File: config.mk
export PLATFORM = sky130hd
export DESIGN_NAME = plic_target_agent
export DESIGN_NICKNAME = d
export VERILOG_FILES = /design/src/rtl/plic_target_agent.sv
export SDC_FILE = /design/constraint.sdc
export NUM_CORES = 1
export LEC_CHECK = 0
export BUFFER_PORTS_ARGS = -buffer_cell sky130_fd_sc_hd__buf_2
export CAP_MARGIN = 10
export CORE_ASPECT_RATIO = 1.1
export CORE_UTILIZATION = 54
export CTS_BUF_LIST = sky130_fd_sc_hd__clkbuf_8
export DETAILED_ROUTE_END_ITERATION = 12
export PLACE_DENSITY = 0.85
export SLEW_MARGIN = 0
export SYNTH_ARGS = -nofsm -noshare
export SYNTH_HDL_FRONTEND = slang
export SYNTH_SLANG_ARGS = --single-unit
File: constraint.sdc
create_clock -name clk -period 2 [get_ports clk]
set_input_delay 0.6 -clock clk [delete_from_list [all_inputs] [get_ports clk]]
set_output_delay 0.6 -clock clk [all_outputs]
set_load 0.005 [all_outputs]
File: src/rtl/plic_target_agent.sv
// PLIC target agent: claims the highest-priority pending interrupt, dispatches it
// to a handler, completes it, then holds off while the PLIC's registered ireq/id settle.
module plic_target_agent #(
  parameter int unsigned SOURCES      = 8,
  parameter int unsigned SOURCES_BITS = $clog2(SOURCES + 1),
  parameter int unsigned TIMEOUT      = 0,
  parameter int unsigned HOLDOFF      = 2
) (
  input  logic                    clk,
  input  logic                    rst,
  input  logic                    en,
  input  logic                    ireq,
  input  logic [SOURCES_BITS-1:0] id,
  output logic                    claim,
  output logic                    complete,
  output logic                    hnd_valid,
  output logic [SOURCES_BITS-1:0] hnd_id,
  input  logic                    hnd_ready,
  input  logic                    hnd_done,
  output logic                    busy,
  output logic                    timeout_err,
  input  logic                    err_clr,
  output logic [7:0]              spurious_cnt
);

  localparam int unsigned WD_W    = (TIMEOUT > 1) ? $clog2(TIMEOUT + 1) : 1;
  localparam int unsigned WD_LAST = (TIMEOUT > 0) ? TIMEOUT - 1 : 0;
  localparam int unsigned HO_W    = (HOLDOFF > 1) ? $clog2(HOLDOFF + 1) : 1;
  localparam int unsigned HO_LAST = (HOLDOFF > 0) ? HOLDOFF - 1 : 0;

  typedef enum logic [2:0] {
    S_IDLE, S_CLAIM, S_DISPATCH, S_SERVICE, S_COMPLETE, S_HOLDOFF
  } state_t;

  state_t                  state, state_next;
  logic [SOURCES_BITS-1:0] cap_id;
  logic [WD_W-1:0]         wd_cnt;
  logic [HO_W-1:0]         ho_cnt;
  logic                    wd_hit, ho_last, timeout_hit;
  logic                    claim_d, complete_d, hnd_valid_d, busy_d;
  logic [SOURCES_BITS-1:0] hnd_id_d;

  assign wd_hit  = (TIMEOUT != 0) && (wd_cnt == WD_W'(WD_LAST));
  assign ho_last = (ho_cnt == HO_W'(HO_LAST));

  // State register
  always_ff @(posedge clk) begin
    if (rst) state <= S_IDLE;
    else     state <= state_next;
  end

  // Next-state logic; a normal handler transition beats the watchdog
  always_comb begin
    state_next  = state;
    timeout_hit = 1'b0;
    case (state)
      S_IDLE:     if (en && ireq && (id != '0)) state_next = S_CLAIM;
      S_CLAIM:    if (id == '0) state_next = (HOLDOFF == 0) ? S_IDLE : S_HOLDOFF;
                  else          state_next = S_DISPATCH;
      S_DISPATCH: begin
        if (hnd_ready && hnd_done) state_next = S_COMPLETE;
        else if (hnd_ready)        state_next = S_SERVICE;
        else if (wd_hit) begin
          state_next  = S_COMPLETE;
          timeout_hit = 1'b1;
        end
      end
      S_SERVICE: begin
        if (hnd_done) state_next = S_COMPLETE;
        else if (wd_hit) begin
          state_next  = S_COMPLETE;
          timeout_hit = 1'b1;
        end
      end
      S_COMPLETE: state_next = (HOLDOFF == 0) ? S_IDLE : S_HOLDOFF;
      S_HOLDOFF:  if (ho_last) state_next = S_IDLE;
      default:    state_next = S_IDLE;
    endcase
  end

  // Output decode from the upcoming state so every output leaves a flop
  always_comb begin
    claim_d     = (state_next == S_CLAIM);
    complete_d  = (state_next == S_COMPLETE);
    hnd_valid_d = (state_next == S_DISPATCH);
    busy_d      = (state_next != S_IDLE);
    hnd_id_d    = '0;
    if (state_next == S_DISPATCH || state_next == S_SERVICE || state_next == S_COMPLETE)
      hnd_id_d = (state == S_CLAIM) ? id : cap_id;
  end

  always_ff @(posedge clk) begin
    if (rst) begin
      claim        <= 1'b0;
      complete     <= 1'b0;
      hnd_valid    <= 1'b0;
      hnd_id       <= '0;
      busy         <= 1'b0;
      timeout_err  <= 1'b0;
      spurious_cnt <= 8'd0;
      cap_id       <= '0;
      wd_cnt       <= '0;
      ho_cnt       <= '0;
    end else begin
      claim     <= claim_d;
      complete  <= complete_d;
      hnd_valid <= hnd_valid_d;
      hnd_id    <= hnd_id_d;
      busy      <= busy_d;
      if (state == S_CLAIM) cap_id <= id;
      if (state == S_CLAIM && id == '0 && spurious_cnt != 8'hFF)
        spurious_cnt <= spurious_cnt + 8'd1;
      // Watchdog saturates at its last count so a late DISPATCH->SERVICE still trips it
      if (state == S_CLAIM)
        wd_cnt <= '0;
      else if ((state == S_DISPATCH || state == S_SERVICE) && !wd_hit && TIMEOUT != 0)
        wd_cnt <= wd_cnt + WD_W'(1);
      if (state != S_HOLDOFF)
        ho_cnt <= '0;
      else
        ho_cnt <= ho_cnt + HO_W'(1);
      if (timeout_hit)  timeout_err <= 1'b1;
      else if (err_clr) timeout_err <= 1'b0;
    end
  end

endmodule
# Word-level counts from Yosys, hierarchy flattened

Index checks and enable logic that the tools add are counted.

Register bits: 25
Output and inout bits: 17

Muxes and demuxes: 8
Bitwise gates (word level): 1
Equality and inequality tests: 12
Add/subtract/negate cells: 2
Reduce and logical (&&, ||, !) cells: 13

Operators with widths:

| cell                | number |
|---|---|
| $mux 3              | 6 |
| $pmux 3 s6          | 1 |
| $eq 3x2->1 const B  | 4 |
| $eq 3x3->1 const B  | 3 |
| $add 8x1->8 const B | 1 |
| $ne 8x8->1 const B  | 1 |
| $eq 3x1->1 const B  | 2 |
| $logic_and 1x1->1   | 5 |
| $logic_not 4->1     | 1 |
| $mux 4              | 1 |
| $reduce_bool 4->1   | 1 |
| $reduce_or 2->1     | 2 |
| $logic_not 3->1     | 1 |
| $ne 3x3->1 const B  | 1 |
| $reduce_bool 3->1   | 1 |
| $add 2x1->2 const B | 1 |
| $eq 2x1->1 const B  | 1 |
| $logic_or 1x1->1    | 2 |
| $not 1->1           | 1 |

# Logic depth before layout (Yosys ltp)

Gate-level depths: netlist (run 1).

Word-level depth: 9
Gate-level depth with buffers: 7
Depth with buffers taken out: 7

# Worst setup path before layout (run 1)

OpenSTA, ideal clock, no wires.

Path kind: input -> register
Start point: input port id[0]
End point: register hnd_id[0]
Stages on the path: 5
Required time: 1.878 ns
Arrival: 1.637 ns
Slack: 0.241 ns
Library setup time: 0.122 ns
Cells stage by stage: or4_4 -> a21oi_2 -> nor4_2 -> a31oi_2 -> nor2_1

Word-level cells in the longest chain between the ends: 9
Elaborated cells on any way between the ends: 14
Classes of those cells: eq/ne (3); mux (4); bitwise (1); reduce/logical (6)

RTL lines:

| element                        | RTL line | RTL |
|---|---|---|
| start, declared                | 13       | `input logic [SOURCES_BITS-1:0] id,` |
| $reduce_bool 4->1              | 57       | `S_IDLE: if (en && ireq && (id != '0)) state_next = S_CLAIM;` |
| $logic_and 1x1->1              | 57       |  |
| $mux 3                         | 57       |  |
| $pmux 3 s6                     | 56       | `case (state)` |
| $eq 3x2->1                     | 88       | `if (state_next == S_DISPATCH \|\| state_next == S_SERVICE \|\| state_next == S_COMPLETE)` |
| $logic_or 1x1->1 (2 in series) | 88       |  |
| $not 1->1 (no line)            | --       |  |
| $reduce_or 2->1 (no line)      | --       |  |
| end signal, assigned           | 108      | `hnd_id <= hnd_id_d;` |
| end, declared                  | 17       | `output logic [SOURCES_BITS-1:0] hnd_id,` |

Several ways; a longest one is shown, not always the timed one.
A chain may end at the register's enable or synchronous reset.

# Worst setup path in the final report (run 1)

Start point: input port id[0]
End point: register hnd_id[3]

Word-level cells in the longest chain between the ends: 9
Elaborated cells on any way between the ends: 13
Classes of those cells: eq/ne (3); mux (3); bitwise (1); reduce/logical (6)

RTL lines:

| element                       | RTL line |
|---|---|
| $reduce_bool 4->1             | 57 |
| $logic_and 1x1->1             | 57 |
| $mux 3                        | 57 |
| $pmux 3 s6 (*)                | 56 |
| $eq 3x2->1                    | 88 |
| $logic_or 1x1->1              | 88 |
| $logic_or 1x1->1 (*)          | 88 |
| $not 1->1 (no line) (*)       | -- |
| $reduce_or 2->1 (no line) (*) | -- |

Every way passes the cells marked *; elsewhere a longest branch is shown, timed or not.

==> flow_metrics.tcl, run 1 <==
set metrics [dict create \
    outcome "finished clean" \
    p_total_mw 1.16 \
    synth_common_cells "25 x dfxtp_1, 20 x nor2_1, 7 x nand2_1, 5 x inv_1" \
    die_w_microns 45.8 \
    skew_ns 0.00494 \
    final_cells 173 \
    fp-row-count 17 \
    antenna_left 0 \
    finalMaxSlewViolations 0 \
    ys_async_sr_fraction 0 \
    dp.cells 169 \
    p_per_area_mw_per_mm2 882 \
    clock_sinks 25 \
    seqPwrFrac 0.494 \
    ir_worst_vdd_mv 0.511 \
    portBuffers 25 \
    cp.required_ns 2.16 \
    vias 950 \
    core_area_sq_mm 0.00200 \
    yosysWarnings 0 \
    finalCritPeriodShare 0.876 \
    insertion_delay_ns 0.27 \
    worst_slack_ns 0.247 \
    gp_congestion 0.851 \
    cts.clk_slew.worst_paths_ns 0.08 \
    dp_slack_ns -0.0368 \
    placed_cell_area_sq_mm 0.00126 \
    crit_chain "buf_2, or4_4, a21oi_2, nor4_2, a31oi_2, nor2_1" \
    grt_overflow_total 0 \
    cp-start-kind "input pin" \
    maxCapViolCount 0 \
    cts_buffers 3 \
    yosys.cell_count.top_type "dfxtp_1" \
    wire_per_inst_microns 12.3 \
    critPathMaxStageDelay_ns 0.58 \
    hold_buffers 0 \
    hpwl_mm 1.60 \
    grt_pass1_wl_mm 3.54 \
    p_comb_frac 0.253 \
    first_iter_violations 27 \
    synth_nets 133 \
    finalSetupTns_ns 0 \
    postSynthAreaPerCell_sq_um 9.50 \
    rsz0062_at_grt "no" \
    use_met3 0.0324 \
    cts_resized 0 \
    syn-cell-area_sq_mm 0.00114 \
    slowest_stage "or4_4" \
    timing.final.hold_violations 0 \
    synth_area_leaders "dfxtp_1 44%, nor2_1 6.6%, mux2i_1 3.5%, nand2_1 2.3%, xnor2_1 2.3%" \
    arrival_ns 1.91 \
    cts_setup_buffers 0 \
    setup_viol 0 \
    crit_type "input pin to flip-flop" \
    synth.distinct_cells 42 \
    p_int_mw 0.817 \
    ys.flop_type "dfxtp_1" \
    cts_buffer_depth 2 \
    dieArea_sq_mm 0.00230 \
    p_sw_mw 0.338 \
    cts_tree "yes" \
    wirelength_mm 2.13 \
    clockRootBuffer "clkbuf_8" \
    first_pass_iters 4 \
    antenna_found_initial 0 \
    die_h_microns 50.2 \
    seq_area_frac_synth 0.439 \
    path_max_fanout 4 \
    start_util 0.570 \
    synth_edf_count 0 \
    synth_top_area_share 0.439 \
    ios 28 \
    layout-drive-gt1-share 0.283 \
    fin_area_sq_mm 0.00131 \
    multi_input_area_sq_um 569 \
    n_antenna_cell 0 \
    detail_route.drc_violations 0 \
    area_growth_pct 14.9 \
    grt_pass1_vias 831 \
    nFillCells 186 \
    cp_num_buf_inv 1 \
    nets 159 \
    cellLeakagePower_nw 0.570 \
    met2_usage 0.345 \
    fmax_mhz 571 \
    end_kind "flip-flop" \
    grt_max_degree 19 \
    fin_crit_ns 1.75 \
    met1_usage 0.273 \
    postSynthCellCount 120 \
    yosysTopAreaCell "dfxtp_1" \
    gr-max-usage-layer "met2" \
    clkPwrFrac 0.253 \
    ys_ff_latch 25 \
    cp_top_family "simple AND/OR/NAND/NOR gates" \
    p_sw_frac 0.293 \
    vias_per_cell 5.49 \
    ff_latch_area_sq_um 500 \
    hold_class "flip-flop to flip-flop" \
    grt_use_total 0.212 \
    htreeDepth 1 \
]
==> power by group through the flow <==
| stage | clock [mW] | sequential (mW) | combinational, mW |
|---|---|---|---|
| final | 0.292 | 0.571 | 0.292 |
| after global placement | 0 | 0.582 | 0.280 |
| after detailed placement | 0 | 0.584 | 0.289 |
| after CTS | 0.295 | 0.572 | 0.293 |
| after floorplan | 0 | 0.586 | 0.220 |
| after global routing | 0.311 | 0.578 | 0.324 |
==> routing by layer <==
metal / vias up / part of all wire
met5: - / 0
met4: 0 / 0.011
met3: 4 / 0.029
met2: 25 / 0.52
met1: 450 / 0.44
li1: 471 / -
==> registers in the layout, summed over array words and instances, names as in the netlist <==
| register | flops |
|---|---|
| busy | 1 |
| cap_id | 4 |
| claim | 1 |
| complete | 1 |
| hnd_id | 4 |
| hnd_valid | 1 |
| ho_cnt | 2 |
| spurious_cnt | 8 |
| state | 3 |
==> through the flow <==
stage                     hold slack (ns)  utilization
after global placement              0.414        0.632
after floorplan                     0.405            -
final                               0.450        0.655
after CTS                           0.453        0.655
after detailed placement            0.441        0.632
after global routing                0.458        0.655
==> cells by family after synthesis <==
family,count (synthesis),share of synthesized area
AO/OA/AOI/OAI,14,0.0966
buffers and inverters,11,0.0615
XOR/XNOR,6,0.0461
other,1,0.00329
multiplexers,4,0.0351
flip-flops,25,0.439
adder cells (fa/ha/maj),2,0.0220
AND/OR/NAND/NOR,57,0.296
==> cell type report <==
cell class,count,share of cell area
Tap cell,28,0.0267
Multi-Input combinational cell,84,0.435
Clock inverter,1,0.00382
Timing Repair Buffer,27,0.107
Inverter,5,0.0143
Clock buffer,3,0.0315
Sequential cell,25,0.382
==> placed cells by master, fill, tap and decap left out, drive strengths merged, types with 2 or more instances in the layout <==
cell     n
buf     27
dfxtp   25
nor2    21
nand2    7
inv      5
nor4     5
nand4    4
mux2i    4
nand3    4
nor3     4
xnor2    3
xor2     3
clkbuf   3
a31oi    3
a21oi    3
nand2b   2
o21ai    2
a211o    2
ha       2
nor3b    2
==> final timing paths <==
kind	from	to	slack, ns	depth (start not counted)
max	id[0]	hnd_id[3]	0.25	6
max reg2reg	state[0]	busy	0.35	4
min	ho_cnt[0]	ho_cnt[0]	0.45	1
min reg2reg	ho_cnt[0]	ho_cnt[0]	0.45	1
Power figures use the tool's default switching activity.
==> run 2, diff against run 1 <==
Settings changed: ABC_AREA set to 1, PLACE_DENSITY 0.85 to 0.84.
==> flow_metrics.tcl, run 2 <==
set metrics [dict create \
    postSynthCellCount 161 \
    ff_latch_area_sq_um 500 \
    p_total_mw 0.916 \
    multi_input_area_sq_um 601 \
    cts_buffers 3 \
    finalMaxSlewViolations 0 \
    cp-start-kind "flip-flop" \
    cellLeakagePower_nw 0.660 \
    cp-endpoint "spurious_cnt[2]" \
    layout-drive-gt1-share 0.255 \
    grt_max_degree 16 \
    hpwl_mm 1.74 \
    hold_buffers 0 \
    synth_top_area_share 0.421 \
    yosys.cell_count.top_type "nand2_1" \
    nets 202 \
    cp_top_family "flip-flops" \
    n_antenna_cell 0 \
    timing.final.hold_violations 0 \
    wire_per_inst_microns 10.1 \
    setup_viol 0 \
    hold_class "flip-flop to flip-flop" \
    largest_reg_flops 8 \
    ir_worst_vdd_mv 0.494 \
    r2r_cells 7 \
    end_kind "output pin" \
    reg.largest.list "spurious_cnt (8), cap_id (4), hnd_id (4)" \
    ios 28 \
    core_area_sq_mm 0.00204 \
    skew_ns 0.00768 \
    seq_area_frac_synth 0.421 \
    nFillCells 183 \
    die_h_microns 51.2 \
    grt_overflow_total 0 \
    vias_per_cell 4.92 \
    die_w_microns 46.7 \
    yosysTopAreaCell "dfxtp_1" \
    cts_resized 0 \
    area_growth_pct 16.6 \
    cp_num_buf_inv 1 \
    p_per_area_mw_per_mm2 661 \
    grt_use_total 0.204 \
    timing.rr.start "spurious_cnt[0]" \
    critPathMaxStageDelay_ns 0.49 \
    r2r_slack_ns 0.47 \
    cts_setup_buffers 0 \
    first_pass_iters 5 \
    detail_route.drc_violations 0 \
    vias 1063 \
    fp-row-count 17 \
    synth_edf_count 0 \
    dieArea_sq_mm 0.00239 \
    final_cell_mix "38 x nand2_1, 25 x nor2_1, 25 x dfxtp_1, 25 x buf_2, 17 x inv_1" \
    arrival_ns 0.93 \
    cp.required_ns 1.40 \
    synth_common_cells "38 x nand2_1, 25 x dfxtp_1, 25 x nor2_1, 17 x inv_1, 10 x nand3_1" \
    clockRootBuffer "clkbuf_8" \
    crit_start "spurious_cnt[2]" \
    start_util 0.581 \
    synth_area_leaders "dfxtp_1 42%, nand2_1 12%, nor2_1 7.9%, inv_1 5.4%, nand3_1 4.2%" \
    first_iter_violations 16 \
    timing.hold.ws_ns 0.432 \
    synth.distinct_cells 23 \
    slowest_stage "dfxtp_1" \
    htreeDepth 1 \
    portBuffers 25 \
    syn-cell-area_sq_mm 0.00119 \
    ys_async_sr_fraction 0 \
    cts.clk_slew.worst_paths_ns 0.09 \
    finalSetupTns_ns 0 \
    insertion_delay_ns 0.27 \
    grt_pass1_vias 905 \
    reg2reg_to "spurious_cnt[7]" \
    final_common_cell "nand2_1" \
    yosysWarnings 0 \
    gp_congestion 0.846 \
    outcome "finished clean" \
    ys.flop_type "dfxtp_1" \
    antenna_found_initial 0 \
    clock_sinks 25 \
    utilization 0.678 \
    fmax_mhz 654 \
    crit_chain "buf_2" \
    fin_crit_ns 1.53 \
    largest-register "spurious_cnt" \
    cts_tree "yes" \
    finalCritPeriodShare 0.764 \
    grt_pass1_wl_mm 3.63 \
    cts_buffer_depth 2 \
    wirelength_mm 2.18 \
    ys_ff_latch 25 \
    hold_start "ho_cnt[0]" \
    postSynthAreaPerCell_sq_um 7.38 \
    path_max_fanout 8 \
    maxCapViolCount 0 \
    rsz0062_at_grt "no" \
    antenna_left 0 \
    crit_type "flip-flop to output pin" \
    cp.depth 1 \
    synth_nets 174 \
]
## run 2: layout make-up
type                       count  share of cell area
clock buffer                   3              0.0298
clock inverter                 1             0.00542
inverter                      18              0.0488
multi-input combinational    115               0.434
sequential                    25               0.361
tap                           28              0.0253
timing repair buffer          26              0.0958
## run 2: cell families after synthesis
family                   count (synthesis)  synth area share
AND/OR/NAND/NOR                         97             0.412
flip-flops                              25             0.421
buffers and inverters                   21            0.0727
AO/OA/AOI/OAI                           14            0.0622
adder cells (fa/ha/maj)                  2            0.0211
XOR/XNOR                                 1           0.00738
other                                    1           0.00316
## run 2: worst min-delay path by stage
| stage | cells after the start | end |
|---|---|---|
| 2_1_floorplan | 1 | ho_cnt[0] |
| 3_3_place_gp | 1 | ho_cnt[0] |
| 3_5_place_dp | 1 | ho_cnt[0] |
| 4_1_cts | 1 | ho_cnt[0] |
| 5_1_grt | 1 | ho_cnt[0] |
| 6_report | 1 | ho_cnt[0] |
## run 2: report_power, final
part,total [mW],internal (mW),switching (mW)
sequential,0.526,0.516,0.00931
clock,0.294,0.141,0.153
combinational,0.0964,0.0363,0.0601
total,0.916,0.693,0.222
## run 2: through the flow
step	worst slack, ns	instances	instance area, sq um
floorplan	0.635	161	1190
global placement	0.437	212	1340
detailed placement	0.425	212	1340
CTS	0.466	216	1390
global route	0.362	216	1390
finish	0.472	216	1390
## run 2: per-layer routing
| metal | global-route usage | vias to the layer above | share of wire |
|---|---|---|---|
| li1 | - | 557 | - |
| met1 | 0.254 | 479 | 0.44 |
| met2 | 0.359 | 23 | 0.52 |
| met3 | 0.0212 | 4 | 0.030 |
| met4 | 0.0571 | 0 | 0.0078 |
| met5 | 0 | - | 0 |
